[config.mk]
export PLATFORM = sky130hd
export DESIGN_NAME = microwave_controller
export DESIGN_NICKNAME = d
export VERILOG_FILES = /design/src/rtl/microwave_pkg.sv /design/src/rtl/microwave_controller_bcd_timer.sv /design/src/rtl/microwave_controller.sv
export SDC_FILE = /design/constraint.sdc
export NUM_CORES = 1
export LEC_CHECK = 0
export CAP_MARGIN = 10
export CORE_UTILIZATION = 42
export DETAILED_ROUTE_END_ITERATION = 10
export PLACE_DENSITY = 0.66
export SLEW_MARGIN = 20
export SYNTH_ARGS = -nofsm -noshare
export SYNTH_HDL_FRONTEND = slang
export SYNTH_SLANG_ARGS = --single-unit
[constraint.sdc]
create_clock -name clk -period 2.8 [get_ports clk]
set_input_delay 0.7 -clock clk [delete_from_list [all_inputs] [get_ports clk]]
set_output_delay 0.7 -clock clk [all_outputs]
set_load 0.02 [all_outputs]
[src/rtl/microwave_pkg.sv]
// Shared definitions for the microwave controller slice.
//   state_t        : controller FSM encoding
//   BCD_MAX_DIGIT  : largest legal keypad digit
//   SEC_TENS_WRAP  : value loaded into the tens-of-seconds digit on a minute borrow
package microwave_pkg;

    typedef enum logic [1:0] {
        IDLE  = 2'd0,
        COOK  = 2'd1,
        PAUSE = 2'd2,
        DONE  = 2'd3
    } state_t;

    localparam logic [3:0] BCD_MAX_DIGIT = 4'd9;
    localparam logic [3:0] SEC_TENS_WRAP = 4'd5;

endpackage

[src/rtl/microwave_controller_bcd_timer.sv]
// Three-digit BCD countdown (M:ST) for the microwave controller.
// Ports:
//   clk, rst          : clock, async active-high reset
//   clr               : synchronous clear of all digits
//   load, d           : shift d in as the new seconds-ones digit
//   dec               : count down one second (ignored at 0:00)
//   mins/sec_tens/sec_ones : current time
//   zero              : time is 0:00
//   last              : time is 0:01, so the next decrement reaches 0:00
module bcd_timer
    import microwave_pkg::*;
(
    input  logic       clk,
    input  logic       rst,
    input  logic       clr,
    input  logic       load,
    input  logic       dec,
    input  logic [3:0] d,
    output logic [3:0] mins,
    output logic [3:0] sec_tens,
    output logic [3:0] sec_ones,
    output logic       zero,
    output logic       last
);

    assign zero = (mins == 4'd0) && (sec_tens == 4'd0) && (sec_ones == 4'd0);
    assign last = (mins == 4'd0) && (sec_tens == 4'd0) && (sec_ones == 4'd1);

    always_ff @(posedge clk or posedge rst) begin
        if (rst) begin
            mins     <= 4'd0;
            sec_tens <= 4'd0;
            sec_ones <= 4'd0;
        end else if (clr) begin
            mins     <= 4'd0;
            sec_tens <= 4'd0;
            sec_ones <= 4'd0;
        end else if (load) begin
            mins     <= sec_tens;
            sec_tens <= sec_ones;
            sec_ones <= d;
        end else if (dec && !zero) begin
            // Tens digits above 5 are counted down as entered; only the
            // minute borrow reloads the wrap value.
            if (sec_ones != 4'd0) begin
                sec_ones <= sec_ones - 4'd1;
            end else begin
                sec_ones <= BCD_MAX_DIGIT;
                if (sec_tens != 4'd0) begin
                    sec_tens <= sec_tens - 4'd1;
                end else begin
                    sec_tens <= SEC_TENS_WRAP;
                    mins     <= mins - 4'd1;
                end
            end
        end
    end

endmodule

[src/rtl/microwave_controller.sv]
// Microwave oven controller: keypad time entry, cook countdown, pause on
// door open / stop, and a timed done indication.
// Ports:
//   clk, clear        : clock, async active-high reset
//   D, loadn          : keypad BCD digit and active-low digit strobe
//   pgt_1hz           : 1 Hz tick from the encoder
//   startn, stopn     : active-low push-buttons
//   door_closed       : 1 = door closed
//   enablen           : 0 = keypad entry, 1 = timing mode
//   mag_on            : magnetron drive
//   mins/sec_tens/sec_ones : BCD time display
//   done              : cook-complete indication
module microwave_controller
    import microwave_pkg::*;
#(
    parameter int DONE_SECONDS = 3
) (
    input  logic       clk,
    input  logic       clear,
    input  logic [3:0] D,
    input  logic       loadn,
    input  logic       pgt_1hz,
    input  logic       startn,
    input  logic       stopn,
    input  logic       door_closed,
    output logic       enablen,
    output logic       mag_on,
    output logic [3:0] mins,
    output logic [3:0] sec_tens,
    output logic [3:0] sec_ones,
    output logic       done
);

    localparam int CW = (DONE_SECONDS > 1) ? $clog2(DONE_SECONDS) : 1;

    state_t        state;
    logic [CW-1:0] done_cnt;

    // Previous-cycle copies of the strobes; reset to their idle levels so
    // that leaving reset never looks like an edge.
    logic loadn_q, pgt_q, startn_q, stopn_q;
    logic load_fall, tick, start_fall, stop_fall;

    always_ff @(posedge clk or posedge clear) begin
        if (clear) begin
            loadn_q  <= 1'b1;
            pgt_q    <= 1'b0;
            startn_q <= 1'b1;
            stopn_q  <= 1'b1;
        end else begin
            loadn_q  <= loadn;
            pgt_q    <= pgt_1hz;
            startn_q <= startn;
            stopn_q  <= stopn;
        end
    end

    assign load_fall  = loadn_q  & ~loadn;
    assign tick       = ~pgt_q   &  pgt_1hz;
    assign start_fall = startn_q & ~startn;
    assign stop_fall  = stopn_q  & ~stopn;

    // Timer controls are decoded from the current state and edges; the FSM
    // below makes the matching state decision on the same edge.
    logic t_clr, t_load, t_dec, t_zero, t_last, go;

    assign go = start_fall & door_closed & ~t_zero;

    always_comb begin
        t_clr  = 1'b0;
        t_load = 1'b0;
        t_dec  = 1'b0;
        case (state)
            IDLE: begin
                t_clr  = stop_fall;
                t_load = ~stop_fall & ~go & load_fall & (D <= BCD_MAX_DIGIT);
            end
            COOK:    t_dec = ~stop_fall & door_closed & tick;
            PAUSE:   t_clr = stop_fall;
            DONE:    t_clr = stop_fall;
            default: ;
        endcase
    end

    bcd_timer u_timer (
        .clk      (clk),
        .rst      (clear),
        .clr      (t_clr),
        .load     (t_load),
        .dec      (t_dec),
        .d        (D),
        .mins     (mins),
        .sec_tens (sec_tens),
        .sec_ones (sec_ones),
        .zero     (t_zero),
        .last     (t_last)
    );

    always_ff @(posedge clk or posedge clear) begin
        if (clear) begin
            state    <= IDLE;
            done_cnt <= '0;
            done     <= 1'b0;
            mag_on   <= 1'b0;
            enablen  <= 1'b0;
        end else begin
            case (state)
                IDLE: begin
                    done    <= 1'b0;
                    mag_on  <= 1'b0;
                    enablen <= 1'b0;
                    if (!stop_fall && go) begin
                        state   <= COOK;
                        mag_on  <= 1'b1;
                        enablen <= 1'b1;
                    end
                end
                COOK: begin
                    if (stop_fall || !door_closed) begin
                        state  <= PAUSE;
                        mag_on <= 1'b0;
                    end else if (tick && t_last) begin
                        state    <= DONE;
                        mag_on   <= 1'b0;
                        done     <= 1'b1;
                        done_cnt <= '0;
                    end
                end
                PAUSE: begin
                    if (stop_fall) begin
                        state   <= IDLE;
                        enablen <= 1'b0;
                    end else if (start_fall && door_closed) begin
                        state  <= COOK;
                        mag_on <= 1'b1;
                    end
                end
                DONE: begin
                    if (stop_fall || (tick && done_cnt == CW'(DONE_SECONDS - 1))) begin
                        state   <= IDLE;
                        done    <= 1'b0;
                        enablen <= 1'b0;
                    end else if (tick) begin
                        done_cnt <= done_cnt + CW'(1);
                    end
                end
                default: state <= IDLE;
            endcase
        end
    end

endmodule

# Word-level counts from Yosys, hierarchy flattened
# Index checks and enable logic that the tools add are counted.
classes:
  bitwise: 18
  order_cmp: 1
  eq_ne: 18
  muxes: 41
  reduce_logical: 32
  addsub: 4
ops:
  columns: ["cell", "count"]
  rows:
  - ["$mux W4", 14]
  - ["$mux W2", 10]
  - ["$ne A2 B2 Y1 const B", 9]
  - ["$logic_not A4 Y1", 3]
  - ["$mux W1", 12]
  - ["$ne A3 B3 Y1 const B", 4]
  - ["$reduce_and A4 Y1", 3]
  - ["$reduce_bool A3 Y1", 4]
  - ["$sub A4 B1 Y4 const B", 3]
  - ["$and A1 B1 Y1", 11]
  - ["$pmux W1 S3", 3]
  - ["$logic_and A1 B1 Y1", 8]
  - ["$pmux W2 S4", 1]
  - ["$reduce_bool A4 Y1", 2]
  - ["$not A1 Y1", 7]
  - ["$eq A2 B2 Y1 const B", 3]
  - ["$reduce_and A3 Y1", 2]
  - ["$reduce_and A5 Y1", 1]
  - ["$eq A4 B1 Y1 const B", 1]
  - ["$le A4 B4 Y1 const B", 1]
  - ["$pmux W2 S2", 1]
  - ["$logic_not A1 Y1", 3]
  - ["$reduce_or A3 Y1", 1]
  - ["$add A2 B1 Y2 const B", 1]
  - ["other kinds (5)", 6]
word_totals:
  ff_bits: 23
  out_inout_bits: 15
  elab_cells: 126
  inputBits: 11

# Longest topological paths before layout
# Gate-level depths: netlist (run 1).
depth:
  word_depth: 12
  mapped_depth: 8
  mapped_depth_nobuf: 7

# Hierarchy
# A second synthesis (run 1) with hierarchy kept.
unflattened:
  cells_unflattened: 153
  area_unflattened_um2: 1478.9
modules_own_cells:
  columns: ["mod", "area_per_inst_um2", "cells_each", "seq_area_each_um2", "n_inst"]
  rows:
  - ["bcd_timer", 778.2, 88, 300.3, 1]
  - ["microwave_controller", 700.7, 65, 279.0, 1]

# Worst setup path before layout (run 1)
# No wires, ideal clock.
synth_timing:
  kind: "register to register"
  startpoint: "register u_timer.mins[0]"
  endpoint: "register mag_on"
  period_less_slack_ns: 2.102
  path_slack_ns: 0.698
  path_stages_with_launch: 8
  t_arrival_ns: 1.977
  setup_ns: 0.125
  n_path_buf: 0
  t_required_ns: 2.675
  path_cell_list: "dfrtp_1 -> inv_1 -> ha_1 -> nor3b_2 -> and4b_1 -> a31oi_1 -> a211oi_1 -> mux2_2"
synth_via:
  elab_chain_cells: 8
  word_cells_on_any_way: 12
  cone_classes: "1 x eq/ne; 2 x mux; 2 x bitwise; 7 x reduce/logical"
synth_lines:
  columns: ["element", "line_no", "text"]
  rows:
  - ["from (decl)", "microwave_controller_bcd_timer.sv:19", "output logic [3:0] mins,"]
  - ["from (signal assigned)", "microwave_controller_bcd_timer.sv:39", "mins <= sec_tens;"]
  - ["from (signal assigned)", "microwave_controller_bcd_timer.sv:53", "mins <= mins - 4'd1;"]
  - ["$logic_not A4 Y1 *", "microwave_controller_bcd_timer.sv:26, microwave_controller_bcd_timer.sv:27", null]
  - ["$logic_and A1 B1 Y1 *", "microwave_controller_bcd_timer.sv:26, microwave_controller_bcd_timer.sv:27", null]
  - ["$logic_and A1 B1 Y1", "microwave_controller_bcd_timer.sv:26", "assign zero = (mins == 4'd0) && (sec_tens == 4'd0) && (sec_ones == 4'd0);"]
  - ["$not A1 Y1", "microwave_controller.sv:67", "assign go = start_fall & door_closed & ~t_zero;"]
  - ["$and A1 B1 Y1", "microwave_controller.sv:67", null]
  - ["$logic_and A1 B1 Y1", "microwave_controller.sv:112", "if (!stop_fall && go) begin"]
  - ["$mux W1", "microwave_controller.sv:112", null]
  - ["$pmux W1 S3", "microwave_controller.sv:107", "case (state)"]
  - ["to (signal assigned)", "microwave_controller.sv:104", "mag_on <= 1'b0;"]
  - ["to (signal assigned)", "microwave_controller.sv:110", "mag_on <= 1'b0;"]
  - ["to (signal assigned)", "microwave_controller.sv:114", "mag_on <= 1'b1;"]
  - ["to (decl)", "microwave_controller.sv:27", "output logic mag_on,"]
# Every way passes the cells marked *; elsewhere a longest branch is shown, timed or not.
# A chain may end at the register's enable or synchronous reset.

# Final worst setup path (run 1)
layout_timing:
  startpoint: "register u_timer.mins[1]"
  endpoint: "register mag_on"
# Same word-level chain as after synthesis.

==> impl_metrics.ini, run 1 <==
[power_and_ir_drop]
power_frac_comb_pct = 53.3
p_seq_share_pct = 36.4
sw_frac_of_total_pct = 45.2
p_leak_nw = 0.737
powerDensity_nw_per_um2 = 859
net-switching-power_w = 0.000689
ir_drop_v = 0.000408
pwr-share-clk_pct = 10.4
p_int_w = 0.000837
power_w = 0.00153

[die]
ioPinCount = 26
die_w_um = 60.8
start_util_pct = 46.0
core_area_um2 = 3150
dieHeight_um = 60.8
dieArea_um2 = 3690
num_rows = 20

[drt]
avgViaCountPerCell = 5.78
wl_met2_mm = 1.51
via_count = 1271
routed.top_layer = met4
met1_length_mm = 1.52
ant_nets = 0
dr_wl_met3_um = 164
routed_wl_mm = 3.24
drc = 0
drt-pass1-iter-count = 4
wl_per_cell_um = 14.7
drtIter0Drc = 74

[yosys]
yosysSeqAreaShare_pct = 39.9
ys_types = 49
synth_cells = 148
ys_warn_count = 0
synth-async-reset-ratio_pct = 100
ys_seq_elements = 23
syn_area_um2 = 1450
synth_flop_cell = dfrtp_1
synth-edff-count = 0
synth_nets = 166
synth_area_per_cell_um2 = 9.81

[clock_tree]
ctsHoldBuffers = 0
cts_tree = done
cts.root.buffer_cell = clkbuf_4
clockBufferDepth = 2
cts_resized = 0
cts_sinks = 23
cts_setup_buffers = 0
h-tree-depth = 1
clkLatencyLatePin_ns = 0.31
path_clk_slew_ns = 0.13
numCtsBuffers = 3

[global_routing]
grt_util_all_layers_pct = 19.2
grt_pass1_wl_mm = 5.29
antenna_found_initial = 0
grt_pass1_vias = 1163
grt_overflow_total = 0
grt_max_degree = 24

[place]
port_buffers = 25
hpwl_mm = 2.34
gp_congestion = 0.805

[finish]
area_growth_pct = 22.4
drive_above_1_share_pct = 11.4
nNetsFinal = 195
diodes = 0

[setup_path]
max_stage_delay_ns = 0.43
critPathCaptureType = flop
r2r_start = u_timer.mins[1]
critPathLaunchType = flop
ff2ff_path_depth = 7
r2r_end = mag_on
critPathMaxFanout = 5
required_ns = 3.02
arrival_ns = 2.52
r2r_slack_ns = 0.49
cp-startpoint = u_timer.mins[1]
cp_slowest_cell = nor3b_2
criticalPathCategory = flop to flop
crit_path_end = mag_on
path_cells = inv_1 > ha_1 > nor3b_2 > and4b_1 > a31oi_1 > a211oi_1 > mux2_2

[sta]
fin_crit_sh_pct = 82.4
period_needed_ns = 2.31
worst_pin_slew_ns = 0.481
setup_viol = 0
rsz0062_at_grt = no
fin_tns_setup_ns = 0
fin_worst_skew_ns = 0.00256
drv_slew = 0
fmax_mhz = 434
slew_headroom_pct = 67.8
hold_viol_final = 0

[hold_path]
hp-class = flop to flop

[status]
outcome = complete, no violations

[run]
maxCapViolations = 0
-- synth_stat cells (2+ instances only) --
cell	count	area, um2
inv_1	7	26.3
nor2b_1	2	12.5
nor3_1	10	50.1
mux2_2	2	22.5
buf_2	2	10.0
xnor2_1	4	35.0
dfrtp_1	20	500
a211oi_1	4	30.0
a21o_1	2	15.0
dfstp_2	3	78.8
nand3_1	5	25.0
and3_1	2	12.5
a21oi_1	4	20.0
o21ai_0	12	60.1
nor4_1	2	12.5
ha_1	7	87.6
mux2i_1	3	30.0
o22ai_1	2	12.5
o32a_1	2	20.0
nand4_1	3	18.8
nand2_1	13	48.8
nor2_1	10	37.5
-- worst max-delay path: cells and delay by family, from the launching register on --
family                   cells  cell delay [ns]
AO/OA/AOI/OAI                2             0.44
flip-flops                   1             0.41
multiplexers                 1             0.36
adder cells (fa/ha/maj)      1             0.15
buffers and inverters        1             0.08
AND/OR/NAND/NOR              2             0.76
-- cells in the final DEF, fill, tap and decap left out, types with 2 or more instances in the layout --
cell              n
clkdlybuf4s50_1  25
dfrtp_1          20
nand2_1          13
o21ai_0          12
nor2_1           10
nor3_1           10
inv_1             7
ha_1              7
nand3_1           5
buf_4             5
xnor2_1           4
a21oi_1           4
a211oi_1          4
nand4_1           3
mux2i_1           3
clkbuf_4          3
dfstp_2           3
nor2b_1           2
a21o_1            2
o22ai_1           2
nor4_1            2
o32a_1            2
and3_1            2
mux2_2            2
-- metrics by stage --
stage | cells | instance area (um2) | util (%) | hold WS, ns | worst slack [ns]
after global routing | 220 | 1780 | 56.3 | 0.572 | 0.324
after detailed placement | 216 | 1750 | 55.5 | 0.497 | 0.204
after global placement | 216 | 1750 | 55.5 | 0.484 | 0.236
after floorplan | 148 | 1450 | - | 0.512 | 0.698
after CTS | 220 | 1780 | 56.3 | 0.528 | 0.501
final | 220 | 1780 | 56.3 | 0.517 | 0.493
-- how the worst min path moves through the flow --
stage          cells past startpoint           to        start  slack (ns)
6_report                           1         done         done        0.52
5_1_grt                            1       mag_on       mag_on        0.57
4_1_cts                            1         done         done        0.53
3_5_place_dp                       1         done         done        0.50
3_3_place_gp                       1         done         done        0.48
2_1_floorplan                      2  done_cnt[0]  done_cnt[0]        0.51
-- flip-flops by register name (all words and copies together), names as in the netlist --
register          flops
done_cnt              2
u_timer.sec_ones      4
stopn_q               1
pgt_q                 1
enablen               1
state                 2
u_timer.mins          4
done                  1
mag_on                1
startn_q              1
u_timer.sec_tens      4
loadn_q               1
-- metal layers --
metal	GRT usage (%)	up-vias
met4	7.79	0
met3	2.13	5
met5	0	-
met2	29.4	43
li1	-	607
met1	27.8	616
-- cell families (layout without fill, tap and decap cells) --
logic type	after synthesis	count (layout)	synth area share (%)
fa+ha+maj	7	7	6.03
simple gates	58	58	23.4
flops	23	23	39.9
buf+inv	13	41	4.83
mux	6	6	4.40
compound gates	37	37	19.0
xor+xnor	4	4	2.41
-- power by group through the flow --
stage | clock, W | combinational [W] | sequential [W]
final | 0.000158 | 0.000813 | 0.000555
after global routing | 0.000174 | 0.000890 | 0.000570
after CTS | 0.000167 | 0.000812 | 0.000550
after detailed placement | 0 | 0.000808 | 0.000555
after global placement | 0 | 0.000798 | 0.000551
after floorplan | 0 | 0.000480 | 0.000607
-- area by class of cell --
| cell class | instances | area [um2] |
|---|---|---|
| fillers | 298 | 1380 |
| multi-input cells | 112 | 802 |
| flip-flops and latches | 23 | 579 |
| repair buffers | 30 | 288 |
| well taps | 44 | 55.1 |
| clock buffers | 4 | 26.3 |
| inverters | 7 | 26.3 |
(Power assumes the default switching activity.)
==> run 2: changes to the inputs <==
==> constraint.sdc (replaced) <==
create_clock -name clk -period 2.4 [get_ports clk]
set_input_delay 0.6 -clock clk [delete_from_list [all_inputs] [get_ports clk]]
set_output_delay 0.6 -clock clk [all_outputs]
set_load 0.02 [all_outputs]
==> impl_metrics.ini, run 2 (same netlist as run 1, synthesis figures left out) <==
[clock_tree]
clockBufferDepth = 2
cts.root.buffer_cell = clkbuf_4
cts_resized = 0
cts_sinks = 23
cts_setup_buffers = 0
h-tree-depth = 1
clkLatencyLatePin_ns = 0.32
path_clk_slew_ns = 0.14
ctsHoldBuffers = 0
numCtsBuffers = 3
cts_tree = done

[sta]
fmax_mhz = 465
drv_slew = 0
fin_crit_sh_pct = 89.6
period_needed_ns = 2.15
fin_tns_setup_ns = 0
setup_viol = 0
fin_worst_skew_ns = 0.00119
worst_pin_slew_ns = 0.441
rsz0062_at_grt = no
hold_viol_final = 0
slew_headroom_pct = 70.3
hold_slack_ns = 0.530

[die]
ioPinCount = 26
die_w_um = 60.8
num_rows = 20
start_util_pct = 46.0
dieHeight_um = 60.8
dieArea_um2 = 3690
core_area_um2 = 3150

[finish]
diodes = 0
final_cell_mix = clkdlybuf4s50_1, dfrtp_1, buf_4, nand2_1, o21ai_0
area_growth_pct = 27.7
nNetsFinal = 205
reg_top3 = u_timer.mins x4, u_timer.sec_ones x4, u_timer.sec_tens x4
layout_commonest_cell = clkdlybuf4s50_1
final_cells = 230
drive_above_1_share_pct = 16.7
fillers = 302

[setup_path]
max_stage_delay_ns = 0.67
critPathLaunchType = flop
arrival_ns = 1.55
critPathBufInv = 1
criticalPathCategory = flop to output port
critPathTopFamily = buffers and inverters
r2r_slack_ns = 0.39
critPathCaptureType = output port
required_ns = 1.80
path_cells = clkdlybuf4s50_1
cp_slowest_cell = clkdlybuf4s50_1
cp-startpoint = u_timer.sec_ones[2]
cp.depth = 1
ff2ff_path_depth = 8
crit_path_end = sec_ones[2]
critPathMaxFanout = 8
r2r_end = state[1]
r2r_start = u_timer.mins[0]

[drt]
drc = 0
avgViaCountPerCell = 5.57
ant_nets = 0
routed_wl_mm = 3.38
wl_per_cell_um = 14.7
drtIter0Drc = 89
via_count = 1280
drt-pass1-iter-count = 4

[place]
hpwl_mm = 2.55
placedCellCount = 226
gp_congestion = 0.834
port_buffers = 25

[global_routing]
grt_max_degree = 24
grt_overflow_total = 0
antenna_found_initial = 0
grt_pass1_vias = 1291
grt_util_all_layers_pct = 20.9
grt_pass1_wl_mm = 5.82

[power_and_ir_drop]
p_leak_nw = 0.786
ir_drop_v = 0.000641
powerDensity_nw_per_um2 = 1010

[run]
maxCapViolations = 0

[status]
outcome = complete, no violations

[hold_path]
hp-class = flop to flop
==> run 2: worst min-delay path by stage <==
stage	start	end	slack (ns)	cells after the start
detailed placement	mag_on	mag_on	0.50	1
CTS	mag_on	mag_on	0.54	1
global placement	done	done	0.48	1
floorplan	done_cnt[0]	done_cnt[0]	0.51	2
finish	mag_on	mag_on	0.53	1
global route	done	done	0.56	1
==> run 2: cell type report <==
type                            count  area [um2]  area share (%)
Clock buffer                        3        22.5            1.22
Clock inverter                      1        5.00           0.270
Inverter                            7        26.3            1.42
Multi-Input combinational cell    112         802            43.3
Sequential cell                    23         579            31.3
Tap cell                           44        55.1            2.97
Timing Repair Buffer               40         363            19.6
==> run 2: layer usage <==
| layer | track usage (%) | wire [um] | vias up |
|---|---|---|---|
| met4 | 4.87 | 34 | 0 |
| met5 | 0 | 0 | - |
| met1 | 29.0 | 1650 | 611 |
| met3 | 1.92 | 142 | 4 |
| met2 | 35.3 | 1550 | 38 |
| li1 | - | - | 627 |
==> run 2: per-stage QoR <==
| stage | util, % | total power, W | cell area [um2] | setup slack [ns] |
|---|---|---|---|---|
| floorplan | - | 0.00127 | 1450 | 0.298 |
| global placement | 57.9 | 0.00165 | 1830 | 0.0270 |
| detailed placement | 57.9 | 0.00167 | 1830 | -0.0303 |
| CTS | 58.8 | 0.00187 | 1850 | 0.259 |
| global route | 58.8 | 0.00200 | 1850 | 0.138 |
| finish | 58.8 | 0.00187 | 1850 | 0.250 |
==> run 2: where the power goes <==
part	internal (W)	total (W)	switching, W
logic	0.000485	0.00103	0.000540
registers	0.000488	0.000651	0.000163
clock network	0.0000625	0.000193	0.000130
==> run 3: changes to the inputs <==
--- a/config.mk
+++ b/config.mk
@@ -8,7 +8,8 @@
 export CAP_MARGIN = 10
 export CORE_UTILIZATION = 42
 export DETAILED_ROUTE_END_ITERATION = 10
-export PLACE_DENSITY = 0.66
+export GPL_TIMING_DRIVEN = 0
+export PLACE_DENSITY = 0.76
 export SLEW_MARGIN = 20
 export SYNTH_ARGS = -nofsm -noshare
 export SYNTH_HDL_FRONTEND = slang
==> impl_metrics.ini, run 3 (same netlist as run 1, synthesis figures left out) <==
[status]
outcome = complete, no violations

[drt]
avgViaCountPerCell = 5.68
drc = 0
ant_nets = 0
drtIter0Drc = 45
via_count = 1273
drt-pass1-iter-count = 4
routed_wl_mm = 3.25
wl_per_cell_um = 14.5

[setup_path]
criticalPathCategory = input port to flop
critPathMaxFanout = 7
arrival_ns = 2.50
critPathLaunchType = input port
critPathCaptureType = flop
required_ns = 2.61

[sta]
hold_viol_final = 0
period_needed_ns = 2.29
slew_headroom_pct = 42.6
drv_slew = 0
fin_crit_sh_pct = 95.5
rsz0062_at_grt = yes
fin_tns_setup_ns = 0
fmax_mhz = 437
worst_pin_slew_ns = 0.861
setup_viol = 0
fin_worst_skew_ns = 0.00361
setup_ws_ns = 0.109

[finish]
nNetsFinal = 199
diodes = 0
layout_commonest_cell = clkdlybuf4s50_1
reg_top3 = u_timer.mins x4, u_timer.sec_ones x4, u_timer.sec_tens x4
final_cells = 224
fillers = 279
area_growth_pct = 25.1
final_cell_mix = clkdlybuf4s50_1, dfrtp_1, nand2_1, o21ai_0, nor2_1
drive_above_1_share_pct = 13.3

[die]
die_w_um = 60.8
start_util_pct = 46.0
ioPinCount = 26
dieArea_um2 = 3690
core_area_um2 = 3150
dieHeight_um = 60.8
num_rows = 20

[run]
maxCapViolations = 0

[clock_tree]
cts.root.buffer_cell = clkbuf_4
h-tree-depth = 1
path_clk_slew_ns = 0.13
ctsHoldBuffers = 0
clockBufferDepth = 2
cts_tree = done
cts_sinks = 23
numCtsBuffers = 3
clkLatencyLatePin_ns = 0.32

[global_routing]
grt_pass1_vias = 1262
grt_util_all_layers_pct = 19.9
grt_max_degree = 24
grt_overflow_total = 0
antenna_found_initial = 0
grt_pass1_wl_mm = 5.43

[power_and_ir_drop]
p_leak_nw = 0.751
ir_drop_v = 0.000429
powerDensity_nw_per_um2 = 993

[place]
pre_cts_ws_ns = -0.266
gp_congestion = 0.805
hpwl_mm = 2.44
placedCellCount = 217
port_buffers = 25

[hold_path]
hp-class = flop to flop
[run 3: cell count changes in the layout (fill, tap and decap cells not counted), sizes merged]
cell           previous run  this run
buf                      15         5
clkbuf                    3         7
clkdlybuf4s18             0         1
clkinv                    1         0
[run 3: final timing paths]
check,start,endpoint,slack (ns),cells past startpoint
min in group asynchronous,clear,u_timer.sec_ones[3],0.74,2
hold reg to reg,done,done,0.52,1
setup / recovery,stopn,u_timer.sec_tens[2],0.11,7
max in group asynchronous,clear,pgt_q,1.13,2
hold / removal,done,done,0.52,1
setup reg to reg,u_timer.mins[0],state[1],0.18,7
[run 3: stage by stage]
step	area [um2]	util [%]	hold slack, ns	power (W)
6_report	1820	57.6	0.519	0.00180
5_1_grt	1820	57.6	0.545	0.00193
4_1_cts	1780	56.5	0.525	0.00178
3_5_place_dp	1760	55.7	0.491	0.00159
3_3_place_gp	1760	55.7	0.488	0.00156
2_1_floorplan	1450	-	0.512	0.00127
[run 3: report_power, final]
part	leakage, nW	internal [W]	switching (W)
combinational	0.441	0.000435	0.000532
clock	0.0150	0.0000652	0.000120
sequential	0.295	0.000488	0.000161
[run 3: layer usage]
| layer | GRT usage (%) | wire length (um) |
|---|---|---|
| met1 | 24.0 | 1370 |
| met4 | 6.17 | 46 |
| met3 | 4.48 | 116 |
| met5 | 0 | 0 |
| met2 | 35.5 | 1710 |
[run 3: layout make-up]
cell class / count / area, um2 / share of cell area, %
inverter: 7 / 26.3 / 1.45
buffer: 6 / 42.5 / 2.34
clock buffer: 4 / 26.3 / 1.45
timing repair buffer: 28 / 273 / 15.0
multi-input combinational: 112 / 813 / 44.8
tap: 44 / 55.1 / 3.03
sequential: 23 / 579 / 31.9
[run 3: repair_timing]
action,4_1_cts,5_1_grt
endpoints found under the hold margin,0,0
endpoints found under the setup margin,0,4
resized for setup,0,3
buffers inserted,0,3
[run 3: worst max-delay path, stage by stage]
cell and delay, ns:
clkdlybuf4s50_1 0.47, nand2b_1 0.10, clkdlybuf4s18_2 0.30, nand4b_4 0.19, or4b_1 0.54, a22oi_1 0.17
o21ai_0 0.12
